### config.mk
export PLATFORM = sky130hd
export DESIGN_NAME = powlib_sfifo_flat
export DESIGN_NICKNAME = d
export VERILOG_FILES = /design/src/rtl/powlib_sfifo_if.sv /design/src/rtl/powlib_sfifo.sv /design/src/flat_wrapper.sv
export SDC_FILE = /design/constraint.sdc
export NUM_CORES = 1
export LEC_CHECK = 0
export CAP_MARGIN = 20
export CORE_MARGIN = 1
export CORE_UTILIZATION = 30
export CTS_CLUSTER_DIAMETER = 120
export CTS_CLUSTER_SIZE = 20
export DETAILED_ROUTE_END_ITERATION = 10
export DONT_BUFFER_PORTS = 1
export SLEW_MARGIN = 15
export SYNTH_ARGS = -nofsm -noshare
export SYNTH_HDL_FRONTEND = slang
export SYNTH_SLANG_ARGS = --single-unit
### constraint.sdc
create_clock -name clk -period 4.3 [get_ports clk]
set_clock_uncertainty 0.15 [all_clocks]
set_input_delay 0.43 -clock clk [delete_from_list [all_inputs] [get_ports clk]]
set_output_delay 0.43 -clock clk [all_outputs]
set_load 0.05 [all_outputs]
### src/rtl/powlib_sfifo_if.sv
// Producer/consumer handshake bundle for powlib_sfifo.
interface powlib_sfifo_if #(
  parameter int unsigned W = 32,
  parameter int unsigned D = 8
);
  localparam int unsigned WCNT = $clog2(D + 1);

  logic [W-1:0]    wrdata;
  logic            wrvld;
  logic            wrrdy;
  logic [W-1:0]    rddata;
  logic            rdvld;
  logic            rdrdy;
  logic [WCNT-1:0] cnt;
  logic            afull;
  logic            aempty;

  // Side that pushes/pops words.
  modport master (
    output wrdata, wrvld, rdrdy,
    input  wrrdy, rddata, rdvld, cnt, afull, aempty
  );

  // The FIFO itself.
  modport slave (
    input  wrdata, wrvld, rdrdy,
    output wrrdy, rddata, rdvld, cnt, afull, aempty
  );
endinterface

### src/rtl/powlib_sfifo.sv
// Synchronous first-word-fall-through FIFO with occupancy count and
// almost-full / almost-empty flags. Depth need not be a power of two.
module powlib_sfifo #(
  parameter int unsigned W    = 32,
  parameter int unsigned D    = 8,
  parameter int unsigned WIDX = $clog2(D),
  parameter int unsigned WCNT = $clog2(D + 1),
  parameter int unsigned AFT  = D - 1,
  parameter int unsigned AET  = 1
) (
  input  logic             clk,
  input  logic             rst,
  input  logic             clr,
  powlib_sfifo_if.slave    bus
);

  localparam logic [WIDX-1:0] LAST_IDX = WIDX'(D - 1);
  localparam logic [WCNT-1:0] FULL_CNT = WCNT'(D);

  logic [W-1:0]    mem_q [D];
  logic [WIDX-1:0] wr_ptr_q, wr_ptr_d;
  logic [WIDX-1:0] rd_ptr_q, rd_ptr_d;
  logic [WCNT-1:0] cnt_q, cnt_d;
  logic            wrrdy_c;
  logic            rdvld_c;
  logic            wr_en_c;
  logic            rd_en_c;

  // Handshake qualification; a full FIFO refuses writes even when a read
  // frees a slot in the same cycle.
  always_comb begin
    wrrdy_c = (cnt_q != FULL_CNT);
    rdvld_c = (cnt_q != '0);
    wr_en_c = bus.wrvld && wrrdy_c;
    rd_en_c = bus.rdrdy && rdvld_c;
  end

  // Next pointers/count; flush overrides any transfer in the same cycle.
  always_comb begin
    wr_ptr_d = wr_ptr_q;
    rd_ptr_d = rd_ptr_q;
    cnt_d    = cnt_q;
    if (clr) begin
      wr_ptr_d = '0;
      rd_ptr_d = '0;
      cnt_d    = '0;
    end else begin
      if (wr_en_c) begin
        wr_ptr_d = (wr_ptr_q == LAST_IDX) ? '0 : wr_ptr_q + WIDX'(1);
      end
      if (rd_en_c) begin
        rd_ptr_d = (rd_ptr_q == LAST_IDX) ? '0 : rd_ptr_q + WIDX'(1);
      end
      case ({wr_en_c, rd_en_c})
        2'b10:   cnt_d = cnt_q + WCNT'(1);
        2'b01:   cnt_d = cnt_q - WCNT'(1);
        default: cnt_d = cnt_q;
      endcase
    end
  end

  // Pointer and count registers.
  always_ff @(posedge clk or posedge rst) begin
    if (rst) begin
      wr_ptr_q <= '0;
      rd_ptr_q <= '0;
      cnt_q    <= '0;
    end else begin
      wr_ptr_q <= wr_ptr_d;
      rd_ptr_q <= rd_ptr_d;
      cnt_q    <= cnt_d;
    end
  end

  // Storage array; contents survive reset and flush.
  always_ff @(posedge clk) begin
    if (wr_en_c && !clr) begin
      mem_q[wr_ptr_q] <= bus.wrdata;
    end
  end

  // Status and head-of-queue data, all derived from registered state.
  always_comb begin
    bus.wrrdy  = wrrdy_c;
    bus.rdvld  = rdvld_c;
    bus.rddata = mem_q[rd_ptr_q];
    bus.cnt    = cnt_q;
    bus.afull  = (cnt_q >= WCNT'(AFT));
    bus.aempty = (cnt_q <= WCNT'(AET));
  end

endmodule

### src/flat_wrapper.sv
// flat-port wrapper written by rule: the top's interface ports become plain ports
module powlib_sfifo_flat 
#(
  parameter int unsigned W    = 32,
  parameter int unsigned D    = 8,
  parameter int unsigned WIDX = $clog2(D),
  parameter int unsigned WCNT = $clog2(D + 1),
  parameter int unsigned AFT  = D - 1,
  parameter int unsigned AET  = 1
)
  (clk, rst, clr, bus_wrdata, bus_wrvld, bus_rdrdy, bus_wrrdy, bus_rddata, bus_rdvld, bus_cnt, bus_afull, bus_aempty);
  powlib_sfifo_if #(.W(W), .D(D)) bus_i ();
  input  logic clk;
  input  logic rst;
  input  logic clr;
  input wire logic [$bits(bus_i.wrdata)-1:0] bus_wrdata;
  input wire logic [$bits(bus_i.wrvld)-1:0] bus_wrvld;
  input wire logic [$bits(bus_i.rdrdy)-1:0] bus_rdrdy;
  output wire logic [$bits(bus_i.wrrdy)-1:0] bus_wrrdy;
  output wire logic [$bits(bus_i.rddata)-1:0] bus_rddata;
  output wire logic [$bits(bus_i.rdvld)-1:0] bus_rdvld;
  output wire logic [$bits(bus_i.cnt)-1:0] bus_cnt;
  output wire logic [$bits(bus_i.afull)-1:0] bus_afull;
  output wire logic [$bits(bus_i.aempty)-1:0] bus_aempty;
  assign bus_i.wrdata = bus_wrdata;
  assign bus_i.wrvld = bus_wrvld;
  assign bus_i.rdrdy = bus_rdrdy;
  assign bus_wrrdy = bus_i.wrrdy;
  assign bus_rddata = bus_i.rddata;
  assign bus_rdvld = bus_i.rdvld;
  assign bus_cnt = bus_i.cnt;
  assign bus_afull = bus_i.afull;
  assign bus_aempty = bus_i.aempty;
  powlib_sfifo #(.W(W), .D(D), .WIDX(WIDX), .WCNT(WCNT), .AFT(AFT), .AET(AET)) u_core (.clk(clk), .rst(rst), .clr(clr), .bus(bus_i));
endmodule
==> results of run 1 <==
sequential cells by signal (all words and copies together) (netlist names):
signal           flops
u_core.rd_ptr_q      3
u_core.wr_ptr_q      3
u_core.bus.cnt       4
u_core.mem_q       256
final cells by class:
cell class                 instances  area [um2]
antenna                            3       7.507
sequential                       266        7946
timing repair buffer              48       493.0
clock buffer                      21       440.4
fill                            3078       21930
inverter                           5       18.77
tap                              448       560.5
multi-input combinational        170        2357
clock inverter                     2       25.02
report_power, final:
group          internal [mW]  switching (mW)  total (mW)
clock                  0.735           0.790        1.53
sequential              2.91           0.169        3.08
combinational          0.580           0.920        1.50
total                   4.23            1.88        6.11
cells in the final DEF (no fill, tap or decap), drive strengths merged:
cell type	instances
clkbuf	21
ha	7
diode	3
nand3b	3
nand3	2
mux2	35
inv	7
nor2b	2
dfrtp	10
a311oi	1
a31oi	3
mux2i	1
edfxtp	256
o21ai	1
a21oi	8
o211ai	1
buf	13
nor3	4
mux4	64
nand4	1
dlygate4sd3	35
and2	1
or3b	2
or3	3
nand2	12
nand2b	5
o32a	1
nor2	12
o22ai	1
metrics by stage:
stage	area, um2	hold slack [ps]	utilization	instances	setup slack (ps)
final	11850	34.56	0.3507	963	983.1
after global routing	11850	12.33	0.3507	962	803.8
after CTS	11810	10.25	0.3497	959	612.9
after detailed placement	11000	194.2	0.3255	901	1001
after global placement	11000	176.2	0.3255	901	1121
after floorplan	10390	120.2	-	463	205.4
final timing paths:
kind / slack (ps) / end / startpoint
worst max-delay path: 980 / bus_rddata[10] / u_core.rd_ptr_q[0]
worst min-delay path: 30 / u_core.bus.cnt[0] / clr
worst max register to register: 1020 / u_core.mem_q[3][3] / u_core.bus.cnt[0]
worst min register to register: 460 / u_core.wr_ptr_q[0] / u_core.wr_ptr_q[0]
max in group asynchronous: 3430 / u_core.rd_ptr_q[1] / rst
min in group asynchronous: 230 / u_core.bus.cnt[3] / rst
cells by family after synthesis:
kind of cell / count (synthesis)
buf+inv: 27
fa+ha+maj: 7
simple gates: 47
mux: 100
compound gates: 16
flops: 266
per-layer routing:
layer	vias to the layer above	share of wire	wire (um)	GRT usage
li1	2016	-	-	-
met1	2444	0.41	8171	0.1394
met2	108	0.51	10250	0.2020
met3	34	0.051	1009	0.02733
met4	4	0.023	458	0.03033
met5	-	0.0014	27	0
worst max-delay path: cells and delay by family (launching register included):
kind	cells	cell delay, ps
buffers and inverters	2	620
flip-flops	1	640
multiplexers	2	950
synth_stat cells:
cell type and count:
edfxtp_1 256, buf_6 4, nor3_1 4, nand2_1 12, inv_1 5, clkbuf_1 8
o211ai_1 1, mux2_1 2, a311oi_1 1, nor2_1 12, o32a_1 1, o22ai_1 1
o21ai_2 1, buf_8 1, and2_1 1, buf_2 6, buf_1 3, mux4_2 59
dfrtp_1 10, mux2_2 33, or3_1 3, nand2b_2 1, mux4_1 5, nor2b_1 2
nand3_1 2, or3b_1 2, a31oi_1 3, nand2b_1 4, nand3b_1 3, ha_1 7
a21oi_1 8, mux2i_1 1, nand4_1 1
==> summary.txt, run 1 <==
GLOBAL ROUTE
----------------------------------------------------------------------------------------
Maximum number of pins on one net before global-route repair                          67
Wire length of the first global-routing pass                                    30750 um
Overflow left after global routing                                                     0
Vias in the first global route                                                      5123
Initial antenna violation count                                                        5
GRT Util Overall                                                                  0.1144

LOGIC SYNTHESIS
----------------------------------------------------------------------------------------
Cell type with the largest total area after synthesis                           edfxtp_1
Area share of the largest cell type after synthesis                               0.7408
Share of the yosys chip area belonging to registers                               0.7649
Most area-consuming cells after synthesis                                   edfxtp_1 74%, mux4_2 13%, mux2_2 3.6%
Simple-gate share of the synthesized area                                        0.02291
Number of warnings issued by yosys                                                     0
Main combinational cell family by area after synthesis                      multiplexers
Synthesized area per cell                                                      22.41 um2
Seq cells post-synth                                                                 266
Compound-Gate Fraction of Synth Area                                            0.009646
Library cells used by synthesis                                                       33
Count of mapped cells out of synthesis                                               463
Post-synthesis adder-cell area fraction                                         0.008440
Net Count, Synth                                                                     507
Area of the mapped netlist                                                     10380 um2
Synth Area in XOR/XNOR                                                                 0
Mux share of post-synthesis cell area                                             0.1796

CRITICAL PATH
----------------------------------------------------------------------------------------
Required arrival time at the worst endpoint                                      3720 ps
CP arrival                                                                       2740 ps
Kind of start point of the critical path                                            flop
CP max-delay cell                                                                dfrtp_4
Largest driver fanout on the critical path                                            39
Slowest stage delay, CP                                                           640 ps
Worst-path cell chain                                                       buf_16 -> buf_4 -> mux4_2 -> mux2_2
Endpoint type of the worst setup path                                       primary output
Type of the setup path with the least slack                                 flop to primary output
R2r worst-path depth                                                                   7

CLOCK TREE
----------------------------------------------------------------------------------------
Total clock buffers created by CTS                                                    17
Hold buffers post-CTS                                                                 35
Max Buffers Root-to-Sink                                                               3
Clk Tree Root Cell                                                             clkbuf_16
CTS H-tree depth                                                                       1
Worst skew pair latency                                                           480 ps
Clock tree from TritonCTS                                                           done
CTS clk-pin slew, worst paths                                                      80 ps
Clock net sink count                                                                 266
Resized Gates After CTS                                                                0
Post-CTS Setup Bufs                                                                    0

FINAL LAYOUT
----------------------------------------------------------------------------------------
Area grow syn2layout                                                              14.18%
Nets@finish                                                                          552
Share of layout cells above drive strength 1                                      0.2676

DETAILED ROUTING
----------------------------------------------------------------------------------------
Number of vias in the routed layout                                                 4606
Final ANT Viol Nets                                                                    0
Wire length after detailed routing                                              19920 um
Number of search-and-repair iterations in the first detailed-routing pass              4
Detailed-route vias per instance                                                   4.783
Average wire length per cell after detail routing                               20.69 um
Residual DRC                                                                           0
Drt first-iter violations                                                            307

DIE
----------------------------------------------------------------------------------------
Area of the placeable core                                                     33780 um2
Site row count                                                                        67
Die Footprint                                                                  35340 um2
Die boundary height                                                             188.0 um
Boundary Pins                                                                         77
Die Width                                                                       188.0 um
Starting Density                                                                  0.3072

STA
----------------------------------------------------------------------------------------
Setup repair after global routing missed its margin                                   no
Post-route fraction of the period consumed by the critical path                   0.7714
Setup TNS                                                                           0 ps
Final critical path time including I/O delays and setup                          3317 ps
Number of endpoints with negative hold slack in the final report                       0
Total count of max-transition violations in the final report                           0
Maximum operating frequency                                                    301.5 MHz
Least-Margin Pin Slew                                                            1008 ps
Endpoints failing setup                                                                0
Worst slew margin                                                                 0.3281

PLACED DESIGN
----------------------------------------------------------------------------------------
Detailed-placement wirelength estimate                                          11670 um
Routability-driven placement congestion ratio                                     0.7630
Number of port buffers                                                                 0

POWER AND IR DROP
----------------------------------------------------------------------------------------
Worst IR Drop VDD                                                              0.3738 mV
Leakage power                                                                   3.562 nW
Total Power                                                                     6.106 mW
Power per standard cell area                                                515.3 nW/um2

HOLD PATH
----------------------------------------------------------------------------------------
Class of the most critical hold timing path                                 input pin to flop
Hold-critical path depth                                                               2

FLOW RUN
----------------------------------------------------------------------------------------
# Max-Cap Violations                                                                   0

RUN STATUS
----------------------------------------------------------------------------------------
Run status                                                                  finished clean

No activity file was read; power rests on OpenSTA's default activity.
==> run 2: changes to the inputs <==
Settings changed: ABC_AREA from default to 1.
Clock period 4.3 ns to 2.85 ns, I/O delays scaled along.
==> run 2 against run 1 <==
Critical path depth is 5 higher. Global-route usage is 0.77 points higher. Final area up 5.1%. Non-clock buffer count rose by 48. Combinational power is 88% higher. Total power grew 57%. Largest power group unchanged. Highest routed layer is now met4.
==> summary.txt, run 2 <==
PLACED DESIGN
----------------------------------------------------------------------------------------
Worst setup timing slack at the placement stage                                 590.4 ps   was 1001 ps
Number of port buffers                                                                 0   unchanged
Instance area after placement                                                  11610 um2   was 11000 um2
Routability-driven placement congestion ratio                                     0.7884   was 0.7630
Placed Cells incl. Taps                                                             1227   was 901
Detailed-placement wirelength estimate                                          13230 um   was 11670 um

STA
----------------------------------------------------------------------------------------
Post-route fraction of the period consumed by the critical path                   0.9242
Setup repair after global routing missed its margin                                   no   unchanged
Maximum operating frequency                                                    379.7 MHz
Endpoints failing setup                                                                0   unchanged
Final critical path time including I/O delays and setup                          2634 ps
Worst slew margin                                                                 0.6370   was 0.3281
Least-Margin Pin Slew                                                           544.5 ps   was 1008 ps
Total count of max-transition violations in the final report                           0   unchanged
Min setup slack post-route                                                      216.0 ps   was 983.1 ps
Number of endpoints with negative hold slack in the final report                       0   unchanged
Setup TNS                                                                           0 ps   unchanged

DETAILED ROUTING
----------------------------------------------------------------------------------------
Detailed route wirelength on metal2                                             11010 um   was 10250 um
Number of vias in the routed layout                                                 6114   was 4606
Wire length after detailed routing                                              22300 um   was 19920 um
Detailed-route vias per instance                                                   4.732   was 4.783
Residual DRC                                                                           0   unchanged
Final ANT Viol Nets                                                                    0   unchanged
Uppermost layer routed                                                              met4   was met5
Average wire length per cell after detail routing                               17.26 um   was 20.69 um
Routed wl met3                                                                    697 um   was 1009 um
Number of search-and-repair iterations in the first detailed-routing pass              5   was 4
Met1 Routed Length                                                              10200 um   was 8171 um
Drt first-iter violations                                                            458   was 307

CRITICAL PATH
----------------------------------------------------------------------------------------
Endpoint type of the worst setup path                                               flop   was primary output
Slowest stage delay, CP                                                           560 ps   was 640 ps
Largest driver fanout on the critical path                                             5   was 39
Worst-path cell chain                                                       inv_1 -> ha_1 -> nand3_2 -> nand2_1 -> nor2_2 -> dlygate4sd3_1 -> nand2_1 -> o21ai_0 -> dlygate4sd3_1   was buf_16 -> buf_4 -> mux4_2 -> mux2_2
R2r worst-path depth                                                                   9   was 7
Beginning of the critical path                                              u_core.bus.cnt[0]   was u_core.rd_ptr_q[0]
CP max-delay cell                                                           dlygate4sd3_1   was dfrtp_4
Required arrival time at the worst endpoint                                      3070 ps   was 3720 ps
CP arrival                                                                       2850 ps   was 2740 ps
Type of the setup path with the least slack                                 flop to flop   was flop to primary output
Minimum setup slack among reg-to-reg paths                                        220 ps   was 1020 ps
Crit. path cell count                                                                  9   was 4
Worst r2r dst                                                               u_core.wr_ptr_q[2]   was u_core.mem_q[3][3]
R2R Path Start                                                              u_core.bus.cnt[0]   unchanged
Family with the most delay on the worst path                                buffers and inverters   was multiplexers
Number of buffers and inverters on the critical path                                   3   was 2
End point of the critical path                                              u_core.wr_ptr_q[2]   was bus_rddata[10]
Kind of start point of the critical path                                            flop   unchanged

CLOCK TREE
----------------------------------------------------------------------------------------
Post-CTS Setup Bufs                                                                    0   unchanged
Total clock buffers created by CTS                                                    17   unchanged
CTS H-tree depth                                                                       1   unchanged
CTS clk-pin slew, worst paths                                                      80 ps   about the same
Clock net sink count                                                                 266   unchanged
Max Buffers Root-to-Sink                                                               3   unchanged
Worst skew pair latency                                                           480 ps   about the same
Clock tree from TritonCTS                                                           done   unchanged
Clk Tree Root Cell                                                             clkbuf_16   unchanged

LOGIC SYNTHESIS
----------------------------------------------------------------------------------------
Net Count, Synth                                                                     802   was 507
Number of warnings issued by yosys                                                     0   unchanged
Seq cells post-synth                                                                 266   unchanged
Most area-consuming cells after synthesis                                   edfxtp_1 72%, mux2i_1 6.0%, nand2_1 4.5%   was edfxtp_1 74%, mux4_2 13%, mux2_2 3.6%
Area share of the largest cell type after synthesis                               0.7221   was 0.7408
Commonest register cell after synthesis                                         edfxtp_1   unchanged
Most numerous cell in the Yosys netlist                                         edfxtp_1   unchanged
Area of the mapped netlist                                                     10650 um2   was 10380 um2
Number of enable flip-flop cells after synthesis                                     256   unchanged
Share of the yosys chip area belonging to registers                               0.7456   was 0.7649
Synth async-reset ratio                                                          0.03759   unchanged
Synthesized area per cell                                                      14.05 um2   was 22.41 um2
Count of mapped cells out of synthesis                                               758   was 463
Cell type with the largest total area after synthesis                           edfxtp_1   unchanged
Ranking of synthesized cells by instance count                              256 x edfxtp_1, 129 x nand2_1, 76 x nor2_1   was 256 x edfxtp_1, 59 x mux4_2, 33 x mux2_2
Library cells used by synthesis                                                       29   was 33

FINAL LAYOUT
----------------------------------------------------------------------------------------
Largest register FFs                                                                 256   unchanged
Post-route cell area                                                           12460 um2   was 11850 um2
Nets@finish                                                                          873   was 552
Filler-free cell count of the finished design                                       1292   was 963
Most common cell after layout, fill and taps aside                              edfxtp_1   unchanged
Layout fillers                                                                      3332   was 3078
Area grow syn2layout                                                              17.01%   was 14.18%
Register with the most flip-flops                                           u_core.mem_q   unchanged
Share of layout cells above drive strength 1                                      0.1162   was 0.2676
Commonest non-fill, non-tap cells in the layout                             256 x edfxtp_1, 127 x nand2_1, 69 x o21ai_0   was 256 x edfxtp_1, 59 x mux4_2, 35 x dlygate4sd3_1

GLOBAL ROUTE
----------------------------------------------------------------------------------------
GRT Util Overall                                                                  0.1222   was 0.1144
Overflow left after global routing                                                     0   unchanged
Initial antenna violation count                                                        2   was 5
Maximum number of pins on one net before global-route repair                          89   was 67
Wire length of the first global-routing pass                                    34580 um   was 30750 um
Vias in the first global route                                                      6030   was 5123

DIE
----------------------------------------------------------------------------------------
Die boundary height                                                             190.4 um   was 188.0 um
Boundary Pins                                                                         77   unchanged
Die Footprint                                                                  36250 um2   was 35340 um2
Starting Density                                                                  0.3067   was 0.3072
Die Width                                                                       190.4 um   was 188.0 um
Site row count                                                                        68   was 67
Area of the placeable core                                                     34710 um2   was 33780 um2

POWER AND IR DROP
----------------------------------------------------------------------------------------
Leakage power                                                                   4.126 nW   was 3.562 nW
Worst IR Drop VDD                                                              0.5030 mV   was 0.3738 mV
Total Power                                                                     9.573 mW   was 6.106 mW
Power per standard cell area                                                768.5 nW/um2   was 515.3 nW/um2

RUN STATUS
----------------------------------------------------------------------------------------
Run status                                                                  finished clean   unchanged

HOLD PATH
----------------------------------------------------------------------------------------
Class of the most critical hold timing path                                 input pin to flop   unchanged
Hold-critical path depth                                                               6   was 2

FLOW RUN
----------------------------------------------------------------------------------------
# Max-Cap Violations                                                                   0   unchanged

[run 2: changes by cell type after synthesis, sizes merged, moves of 7 or more]
cell | before | now
a21oi | 8 | 1
buf | 14 | 21
clkbuf | 8 | 23
inv | 5 | 15
mux2 | 35 | 0
mux2i | 1 | 64
mux4 | 64 | 0
nand2 | 12 | 131
nor2 | 12 | 78
o21ai | 1 | 72
o22ai | 1 | 65
[run 2: worst min-delay path by stage]
| stage | start | endpoint | slack [ps] |
|---|---|---|---|
| 3_5_place_dp | rst | u_core.bus.cnt[2] | 50 |
| 4_1_cts | bus_wrvld | u_core.bus.cnt[1] | 30 |
| 2_1_floorplan | rst | u_core.bus.cnt[2] | -20 |
| 3_3_place_gp | rst | u_core.bus.cnt[2] | 60 |
| 5_1_grt | bus_wrvld | u_core.bus.cnt[1] | 80 |
| 6_report | bus_wrvld | u_core.bus.cnt[1] | 70 |
[run 2: cells by family (layout without fill, tap and decap cells)]
| group | Yosys count | count (layout) | share of synthesized area |
|---|---|---|---|
| DFF | 266 | 266 | 0.7456 |
| and+or+nand+nor | 222 | 222 | 0.08238 |
| AOI/OAI and AO/OA | 138 | 138 | 0.07251 |
| muxes | 64 | 64 | 0.06017 |
| buffers and inverters | 59 | 136 | 0.02950 |
| adders and majority gates | 7 | 7 | 0.008226 |
| xor gates and xnor gates | 2 | 2 | 0.001646 |
| other | 0 | 2 | 0 |
[run 2: worst reg2reg max path, cell delays in order (launching register included)]
cell and delay (ps):
dfrtp_2 400, inv_1 130, ha_1 290, nand3_2 100, nand2_1 130, nor2_2 80
dlygate4sd3_1 560, nand2_1 60, o21ai_0 60, dlygate4sd3_1 560
[run 2: power breakdown]
part           internal, mW  switching (mW)  total (mW)
registers              4.39          0.0445        4.44
logic                 0.856            1.96        2.82
clock network          1.11            1.21        2.32
total                  6.36            3.21        9.57
[run 2: cell type report]
type / count / area [um2] / area share
clock inverter: 2 / 17.52 / 0.001406
multi-input combinational: 433 / 2460 / 0.1975
timing repair buffer: 96 / 953.4 / 0.07654
clock buffer: 23 / 447.9 / 0.03596
inverter: 15 / 56.30 / 0.004520
sequential: 266 / 7948 / 0.6380
tap: 455 / 569.3 / 0.04570
antenna: 2 / 5.005 / 0.0004018
[run 2: timing repair]
| item | in CTS | in global routing |
|---|---|---|
| hold buffers | 38 | 0 |
| endpoints found under the hold margin | 275 | 0 |
| resized for setup | 0 | 0 |
[run 2: stage by stage]
| stage | util | hold slack, ps |
|---|---|---|
| floorplan | - | -24.96 |
| CTS | 0.3587 | 29.01 |
| global route | 0.3589 | 83.09 |
| global placement | 0.3343 | 59.20 |
| finish | 0.3589 | 66.04 |
| detailed placement | 0.3343 | 51.89 |
[run 2: metal layers]
layer  vias to the layer above  GRT usage
met5                         -          0
met4                         0    0.02985
met3                        26    0.01693
met2                       114     0.2090
met1                      3043     0.1628
li1                       2931          -
==> run 3: changes to the inputs <==
--- a/config.mk
+++ b/config.mk
@@ -14,4 +14,5 @@
 export DETAILED_ROUTE_END_ITERATION = 10
 export DONT_BUFFER_PORTS = 1
+export HOLD_SLACK_MARGIN = 0.05
 export SLEW_MARGIN = 15
 export SYNTH_ARGS = -nofsm -noshare
==> constraint.sdc (replaced) <==
create_clock -name clk -period 2.85 [get_ports clk]
set_clock_uncertainty 0.15 [all_clocks]
set_input_delay 0.1425 -clock clk [delete_from_list [all_inputs] [get_ports clk]]
set_output_delay 0.1425 -clock clk [all_outputs]
set_load 0.05 [all_outputs]
==> run 3 against run 2 <==
Sequential share of layout area fell by 0.42 points. Via count decreased by 0.16%. Final area rose by 0.66%. Worst hold slack improved by 250 ps. Sequential power about the same.
==> summary.txt, run 3 (synthesis gave the netlist of run 2 again) <==
DETAILED ROUTING
----------------------------------------------------------------------------------------
Wire length after detailed routing                                              23360 um   was 22300 um
Residual DRC                                                                           0   unchanged
Final ANT Viol Nets                                                                    0   unchanged
Number of search-and-repair iterations in the first detailed-routing pass              4   was 5
Average wire length per cell after detail routing                               18.00 um   was 17.26 um
Detailed-route vias per instance                                                   4.703   was 4.732
Drt first-iter violations                                                            357   was 458
Number of vias in the routed layout                                                 6104   was 6114

GLOBAL ROUTE
----------------------------------------------------------------------------------------
Overflow left after global routing                                                     0   unchanged
GRT Util Overall                                                                  0.1291   was 0.1222
Initial antenna violation count                                                        2   unchanged
Maximum number of pins on one net before global-route repair                          62   was 89
Vias in the first global route                                                      6109   was 6030
Wire length of the first global-routing pass                                    35760 um   was 34580 um

STA
----------------------------------------------------------------------------------------
Worst slew margin                                                                 0.6360   was 0.6370
Maximum operating frequency                                                    386.7 MHz   was 379.7 MHz
Final critical path time including I/O delays and setup                          2586 ps   was 2634 ps
Endpoints failing setup                                                                0   unchanged
Hold Worst Slack                                                                317.5 ps   was 66.04 ps
Setup repair after global routing missed its margin                                   no   unchanged
Total count of max-transition violations in the final report                           0   unchanged
Number of endpoints with negative hold slack in the final report                       0   unchanged
Least-Margin Pin Slew                                                           544.2 ps   was 544.5 ps
Post-route fraction of the period consumed by the critical path                   0.9074   was 0.9242
Setup TNS                                                                           0 ps   unchanged
Min setup slack post-route                                                      263.9 ps   was 216.0 ps

CLOCK TREE
----------------------------------------------------------------------------------------
CTS clk-pin slew, worst paths                                                      90 ps   was 80 ps
Clock tree from TritonCTS                                                           done   unchanged
CTS H-tree depth                                                                       1   unchanged
Total clock buffers created by CTS                                                    17   unchanged
Clock net sink count                                                                 266   unchanged
Clk Tree Root Cell                                                             clkbuf_16   unchanged
Max Buffers Root-to-Sink                                                               3   unchanged
Worst skew pair latency                                                           490 ps   was 480 ps

PLACED DESIGN
----------------------------------------------------------------------------------------
Number of port buffers                                                                 0   unchanged
Routability-driven placement congestion ratio                                     0.7832   was 0.7884
Detailed-placement wirelength estimate                                          13650 um   was 13230 um
Instance area after placement                                                  11610 um2   about the same
Worst setup timing slack at the placement stage                                 483.5 ps   was 590.4 ps

DIE
----------------------------------------------------------------------------------------
Die Footprint                                                                  36250 um2   unchanged
Boundary Pins                                                                         77   unchanged
Die boundary height                                                             190.4 um   unchanged
Site row count                                                                        68   unchanged
Area of the placeable core                                                     34710 um2   unchanged
Starting Density                                                                  0.3067   unchanged
Die Width                                                                       190.4 um   unchanged

CRITICAL PATH
----------------------------------------------------------------------------------------
Largest driver fanout on the critical path                                            36   was 5
Endpoint type of the worst setup path                                       primary output   was flop
CP arrival                                                                       2290 ps   was 2850 ps
Type of the setup path with the least slack                                 flop to primary output   was flop to flop
Required arrival time at the worst endpoint                                      2560 ps   was 3070 ps
Kind of start point of the critical path                                            flop   unchanged
R2R Path Start                                                              u_core.bus.cnt[0]   unchanged
Beginning of the critical path                                              u_core.rd_ptr_q[1]   was u_core.bus.cnt[0]

HOLD PATH
----------------------------------------------------------------------------------------
Start point of the worst hold path                                             bus_rdrdy   was bus_wrvld
Class of the most critical hold timing path                                 input pin to flop   unchanged

FINAL LAYOUT
----------------------------------------------------------------------------------------
Nets@finish                                                                          875   was 873
Register with the most flip-flops                                           u_core.mem_q   unchanged
Commonest non-fill, non-tap cells in the layout                             256 x edfxtp_1, 127 x nand2_1, 69 x o21ai_0   unchanged
Largest register FFs                                                                 256   unchanged
Post-route cell area                                                           12540 um2   was 12460 um2
Final core utilization                                                            0.3612   was 0.3589
Most common cell after layout, fill and taps aside                              edfxtp_1   unchanged
Share of layout cells above drive strength 1                                      0.1165   was 0.1162
Area grow syn2layout                                                              17.78%   was 17.01%

POWER AND IR DROP
----------------------------------------------------------------------------------------
Worst IR Drop VDD                                                              0.4709 mV   was 0.5030 mV
Power per standard cell area                                                772.2 nW/um2   was 768.5 nW/um2
Leakage power                                                                   4.155 nW   was 4.126 nW

FLOW RUN
----------------------------------------------------------------------------------------
# Max-Cap Violations                                                                   0   unchanged

RUN STATUS
----------------------------------------------------------------------------------------
Run status                                                                  finished clean   unchanged

-- run 3: cell count changes in the layout (fill, tap and decap cells not counted) --
cell | previous run | this run
clkbuf_16 | 17 | 18
nand2_4 | 0 | 1
clkbuf_1 | 6 | 11
inv_6 | 2 | 0
buf_6 | 0 | 2
nand2_2 | 4 | 3
inv_12 | 0 | 1
buf_4 | 47 | 45
buf_16 | 0 | 1
-- run 3: critical path, cell delays in order (launching register included) --
cell,delay [ps]
dfrtp_4,680
buf_4,360
o21ai_0,140
o22ai_1,240
nand2_1,80
nand2_1,90
buf_4,190
-- run 3: where the power goes --
group | total [mW] | switching [mW] | leakage [nW] | internal [mW]
clock | 2.39 | 1.24 | 0.230 | 1.14
sequential | 4.46 | 0.0647 | 2.44 | 4.39
combinational | 2.84 | 1.96 | 1.48 | 0.879
-- run 3: path summary, 6_finish.rpt --
path,endpoint,slack (ps),cells after the start
min reg2reg,u_core.wr_ptr_q[1],510,2
max in group asynchronous,u_core.rd_ptr_q[1],1630,3
max,bus_rddata[7],260,6
min,u_core.rd_ptr_q[1],320,3
min in group asynchronous,u_core.bus.cnt[2],520,3
max reg2reg,u_core.mem_q[3][5],450,8
-- run 3: per-stage QoR --
stage | total power, mW | instances
after floorplan | 6.608 | 758
after global placement | 7.290 | 1226
after detailed placement | 7.304 | 1226
after CTS | 9.775 | 1294
after global routing | 10.13 | 1298
final | 9.683 | 1298
-- run 3: repair_timing --
action	CTS	global route
setup endpoints to repair	0	130
buffers inserted	0	2
hold buffers	39	0
gates resized for setup	0	4
hold endpoints to repair	284	0
-- run 3: area by class of cell --
| cell class | instances | area, um2 |
|---|---|---|
| fill | 3325 | 22170 |
| sequential | 266 | 7948 |
| multi-input combinational | 433 | 2465 |
| timing repair buffer | 98 | 1013 |
| tap | 455 | 569.3 |
| clock buffer | 28 | 466.7 |
| inverter | 15 | 56.30 |
| clock inverter | 1 | 16.27 |
| antenna | 2 | 5.005 |
-- run 3: layer usage --
| metal | share of wire | wire length (um) | track usage | vias to the layer above |
|---|---|---|---|---|
| met1 | 0.43 | 10040 | 0.1636 | 3016 |
| li1 | - | - | - | 2947 |
| met3 | 0.038 | 881 | 0.01840 | 29 |
| met4 | 0.020 | 471 | 0.03600 | 0 |
| met5 | 0 | 0 | 0 | - |
| met2 | 0.51 | 11970 | 0.2283 | 112 |
